==> src/rtl/pi_midstate_frame_receiver.sv <==
// Frame receiver for the Raspberry Pi link: SYNC, 44 payload bytes, XOR checksum.
// Latches a checksum-valid frame into midstate/block_2_tail and holds a received flag until acked.
module pi_midstate_frame_receiver #(
    parameter logic [7:0] SYNC_BYTE      = 8'hA5,
    parameter int         PAYLOAD_BYTES  = 44,
    parameter int         TIMEOUT_CYCLES = 100000
) (
    input  logic         clk,
    input  logic         rst,
    input  logic         rx_valid,
    input  logic [7:0]   rx_byte,
    input  logic         midstate_consumed,
    output logic [255:0] midstate,
    output logic [95:0]  block_2_tail,
    output logic         recieved_midstate_and_block_2,
    output logic         frame_error,
    output logic [7:0]   error_count
);

    localparam int SW = 8 * PAYLOAD_BYTES;
    localparam int TW = $clog2(TIMEOUT_CYCLES + 1);

    typedef enum logic [1:0] {
        IDLE    = 2'd0,
        PAYLOAD = 2'd1,
        CHECK   = 2'd2
    } state_t;

    state_t        state;
    logic [5:0]    idx;
    logic [7:0]    xor_acc;
    logic [TW-1:0] tcnt;
    logic [SW-1:0] shadow;

    logic timeout_hit;
    logic bad_sum;
    logic good_sum;
    logic err_evt;

    // Timeout fires on the idle cycle that would bring the gap count to TIMEOUT_CYCLES.
    always_comb begin
        timeout_hit = 1'b0;
        bad_sum     = 1'b0;
        good_sum    = 1'b0;
        if (state != IDLE && !rx_valid && tcnt == TW'(TIMEOUT_CYCLES - 1))
            timeout_hit = 1'b1;
        if (state == CHECK && rx_valid) begin
            if (rx_byte == xor_acc)
                good_sum = 1'b1;
            else
                bad_sum = 1'b1;
        end
        err_evt = timeout_hit | bad_sum;
    end

    always_ff @(posedge clk) begin
        if (rst) begin
            state                         <= IDLE;
            idx                           <= '0;
            xor_acc                       <= '0;
            tcnt                          <= '0;
            shadow                        <= '0;
            midstate                      <= '0;
            block_2_tail                  <= '0;
            recieved_midstate_and_block_2 <= 1'b0;
            frame_error                   <= 1'b0;
            error_count                   <= '0;
        end else begin
            frame_error <= err_evt;
            if (err_evt && error_count != 8'hFF)
                error_count <= error_count + 8'd1;

            // A good frame latching in the same cycle as an ack keeps the flag set.
            if (good_sum) begin
                midstate                      <= shadow[SW-1 -: 256];
                block_2_tail                  <= shadow[95:0];
                recieved_midstate_and_block_2 <= 1'b1;
            end else if (midstate_consumed) begin
                recieved_midstate_and_block_2 <= 1'b0;
            end

            case (state)
                IDLE: begin
                    tcnt <= '0;
                    if (rx_valid && rx_byte == SYNC_BYTE) begin
                        state   <= PAYLOAD;
                        idx     <= '0;
                        xor_acc <= '0;
                    end
                end
                PAYLOAD: begin
                    if (rx_valid) begin
                        tcnt    <= '0;
                        shadow  <= {shadow[SW-9:0], rx_byte};
                        xor_acc <= xor_acc ^ rx_byte;
                        idx     <= idx + 6'd1;
                        if (idx == 6'(PAYLOAD_BYTES - 1))
                            state <= CHECK;
                    end else if (timeout_hit) begin
                        tcnt  <= '0;
                        state <= IDLE;
                    end else begin
                        tcnt <= tcnt + 1'b1;
                    end
                end
                CHECK: begin
                    if (rx_valid) begin
                        tcnt  <= '0;
                        state <= IDLE;
                    end else if (timeout_hit) begin
                        tcnt  <= '0;
                        state <= IDLE;
                    end else begin
                        tcnt <= tcnt + 1'b1;
                    end
                end
                default: begin
                    tcnt  <= '0;
                    state <= IDLE;
                end
            endcase
        end
    end

endmodule

==> config.mk <==
export PLATFORM = sky130hd
export DESIGN_NAME = pi_midstate_frame_receiver
export DESIGN_NICKNAME = d
export VERILOG_FILES = /design/src/rtl/pi_midstate_frame_receiver.sv
export SDC_FILE = /design/constraint.sdc
export NUM_CORES = 2
export LEC_CHECK = 0
export CELL_PAD_IN_SITES_DETAIL_PLACEMENT = 0
export CELL_PAD_IN_SITES_GLOBAL_PLACEMENT = 1
export CORE_UTILIZATION = 43
export DETAILED_ROUTE_END_ITERATION = 6
export PLACE_DENSITY_LB_ADDON = 0.2
export SYNTH_ARGS = -nofsm -noshare
export SYNTH_HDL_FRONTEND = slang
export SYNTH_SLANG_ARGS = --single-unit
==> constraint.sdc <==
create_clock -name clk -period 4.2 [get_ports clk]
set_clock_uncertainty 0.15 [all_clocks]
set_input_delay 0.42 -clock clk [delete_from_list [all_inputs] [get_ports clk]]
set_output_delay 0.42 -clock clk [all_outputs]
set_load 0.01 [all_outputs]
==> parameters.txt <==
Parameter                              Value

Timing
  Max Clock Freq    between 0.3 and 0.4 GHz
  Slew headroom    between 40% and 50%
  Slew at the pin with the worst max-slew slack    between 0.7 and 0.8 ns
  Final number of hold-violating endpoints    0
  Min Clock Period, post-route    2.97 ns
  RSZ-0062 raised after global routing    no
  Sum of negative setup slack    0 ns
  Max Slew Vio Count    0
  Final setup fails    0
  Final period utilization    between 70% and 80%

Finish
  Non-Filler Instances    4398
  Count of nets after finishing    between 3000 and 4000
  Fillers    around 5600
  Area growth from synthesis to layout    26.6%
  Fraction of layout cells with a size suffix above 1    under 10%

Synthesis
  Number of enable-type register cells in the synthesized netlist    0
  Seq/Total Area, Yosys    57.3%
  Netlist area before placement    between 20000 and 30000 sq um
  Proportion of synthesized flip-flops having asynchronous set or reset    0%
  Average cell area after synthesis    roughly 8 sq um
  Seq cells post-synth    747
  Yosys warning count    0
  Net count after synthesis    ~3300
  Distinct cell type count of the synthesized netlist    between 40 and 50
  Post-synth top flop    sky130_fd_sc_hd__dfxtp_1
  Gate count of the mapped netlist    3325

Status
  Result of the run    finished, final reports clean

Worst setup path
  Crit start category    flip-flop
  Cell count along the critical path    7
  Timing startpoint of the critical path    state[1]
  Arrival time at the worst endpoint    between 3 and 4 ns
  Capture point of the critical path    idx[5]
  Reg-to-reg endpoint    idx[5]
  Ordered cell list for the critical path    inv_1 -> ha_1 -> and2_4 -> nor2_1 -> nor3_1 -> a311oi_1 -> a41o_1
  Number of buffer and inverter instances along the worst setup path    1
  CP Max Fanout    between 40 and 50
  Cell family with most CP delay    simple AND/OR/NAND/NOR gates
  Critical path's largest stage delay    0.65 ns
  Launch instance of the worst register-to-register path    state[1]
  FF-to-FF path depth    7
  Category of the most critical setup path    reg2reg
  Reg2Reg Setup Slack    ~1.2 ns
  Required arrival time at the worst endpoint    4.54 ns
  Max stage delay cell, worst path    sky130_fd_sc_hd__and2_4
  Critical Path End Type    flip-flop

Power
  Leakage    ~11 nW
  Power density over cell area    between 400 and 500 nW/um^2
  Peak supply drop    ~0.00029 V

Min path
  Hold Path Class    in2reg

Route
  Remaining antenna violation count    0
  Detailed router's first-iteration violation count    between 1500 and 2000
  Average wire per standard cell    16.0 um
  Number of detailed-route iterations in the first pass    5
  Number of vias after detailed routing    about 22000
  Number of DRC violations after detailed routing    0
  DR vias/cell    between 5 and 6
  WL final    between 70000 and 80000 um

Global routing
  Initial antenna violation count    0
  First-pass GRT wire length    111000 um
  Global route overflow    0
  Largest net degree at the start of global routing    roughly 160
  Global Route Usage Sum    between 20% and 30%
  Via count of the first global-routing pass    just over 20000

Clock tree
  Maximum buffer depth of the clock tree    3
  H-tree levels    3
  Total clock buffers created by CTS    78
  Root buffer cell    sky130_fd_sc_hd__clkbuf_16
  Clk_lat worst skew    between 0.6 and 0.7 ns
  Hold-fix buffers, CTS    0
  Post-cts repair resize count    0
  Clk slew on worst S/H paths    0.06 ns
  Clk sink count    about 750
  CTS tree    done
  Setup Buffers After CTS    0

Floorplanning
  IO Count    about 370
  Vertical die dimension    roughly 250 um
  Std-Cell Core Area    59500 sq um
  Standard-cell row count    89
  Die Area    roughly 62000 sq um
  Initial Util    between 40% and 50%
  Horizontal die dimension    ~250 um

Placed design
  Total half-perimeter wirelength after legalization and detailed placement    roughly 44000 um
  Placer's final routability congestion estimate    approximately 0.8
  Total instance count after detailed placement    ~4300
  Port Buffer Count    about 370

Run
  Reported max-cap violation count    0
==> layer usage <==
layer | GRT usage [%] | up-vias | share of wire [%]
met1 | 30.3 | 10600 | 46
met2 | 36.1 | 489 | 47
met5 | 0 | - | 0
met4 | 6.15 | 0 | 1.9
met3 | 3.52 | 81 | 4.7
li1 | - | 11200 | -
==> metrics by stage <==
stage / total power, W / setup slack, ns / hold slack (ns) / cell area, sq um / util (%)
floorplan: 0.00747 / 1.67 / 0.263 / 26100 / -
global placement: 0.00757 / 1.03 / 0.276 / 30400 / 51.2
detailed placement: 0.00757 / 1.02 / 0.285 / 30400 / 51.2
global route: 0.0149 / 1.06 / 0.0865 / 33000 / 55.6
finish: 0.0144 / 1.23 / 0.0885 / 33000 / 55.6
CTS: 0.0146 / 1.28 / 0.0740 / 33000 / 55.6
==> flip-flops by register name, summed over array words and instances, names as in the netlist <==
signal and count:
shadow 352, midstate 256, block_2_tail 96, tcnt 17
error_count 8, xor_acc 8, idx 6, state 2
frame_error 1, recieved_midstate_and_block_2 1
==> placed cells by master, fill, tap and decap left out, drive strengths merged, types with 9 or more instances in the layout <==
cell and count:
o32ai 10, or3 9, xnor2 18, nor2b 9
clkinv 13, inv 26, buf 34, nand3 16
nand2 1420, clkbuf 112, dfxtp 747, nor2 36
clkdlybuf4s50 372, a21oi 717
==> how the worst min path moves through the flow <==
stage / depth (start not counted) / startpoint / slack, ns / endpoint
6_report: 2 / rst / 0.09 / shadow[273]
5_1_grt: 2 / rst / 0.09 / shadow[277]
4_1_cts: 2 / rst / 0.07 / midstate[179]
3_5_place_dp: 1 / tcnt[0] / 0.29 / tcnt[0]
3_3_place_gp: 1 / tcnt[0] / 0.28 / tcnt[0]
2_1_floorplan: 1 / tcnt[0] / 0.26 / tcnt[0]
==> cells in the mapped netlist, drive strengths merged, types with 7 or more instances <==
cell type / instances / area share, %
nand2: 1420 / 20
dfxtp: 747 / 57
a21oi: 717 / 14
clkbuf: 225 / 3.2
nor2: 36 / 0.52
inv: 23 / 0.33
buf: 18 / 0.28
xnor2: 18 / 0.60
nand3: 16 / 0.31
o32ai: 10 / 0.34
nor2b: 9 / 0.22
or3: 9 / 0.22
nand4: 8 / 0.19
xor2: 8 / 0.27
ha: 7 / 0.34
==> layout make-up <==
| type | instances | area, sq um | share of cell area, % |
|---|---|---|---|
| antenna | 1 | 2.50 | 0.00757 |
| clock buffer | 112 | 2280 | 6.91 |
| clock inverter | 24 | 320 | 0.969 |
| inverter | 23 | 86.3 | 0.261 |
| multi-input combinational | 2312 | 10200 | 30.8 |
| sequential | 747 | 15000 | 45.3 |
| tap | 773 | 967 | 2.93 |
| timing repair buffer | 406 | 4260 | 12.9 |
==> cells by family (layout without fill, tap and decap cells) <==
group,count (synthesis),in the layout,synth area share [%]
other,0,1,0
AND/OR/NAND/NOR,1528,1528,22.7
buffers and inverters,266,565,3.85
XOR/XNOR,26,26,0.872
AO/OA/AOI/OAI,744,744,14.7
flip-flops,747,747,57.3
multiplexers,7,7,0.297
adder cells (fa/ha/maj),7,7,0.336
==> report_power, final <==
part / total [W] / leakage [nW] / switching, W / internal [W]
sequential: 0.00709 / 6.01 / 0.00000341 / 0.00709
combinational: 0.000319 / 3.25 / 0.000267 / 0.0000518
clock: 0.00698 / 1.29 / 0.00278 / 0.00420
Note: power is estimated with default switching activity, not from simulation.
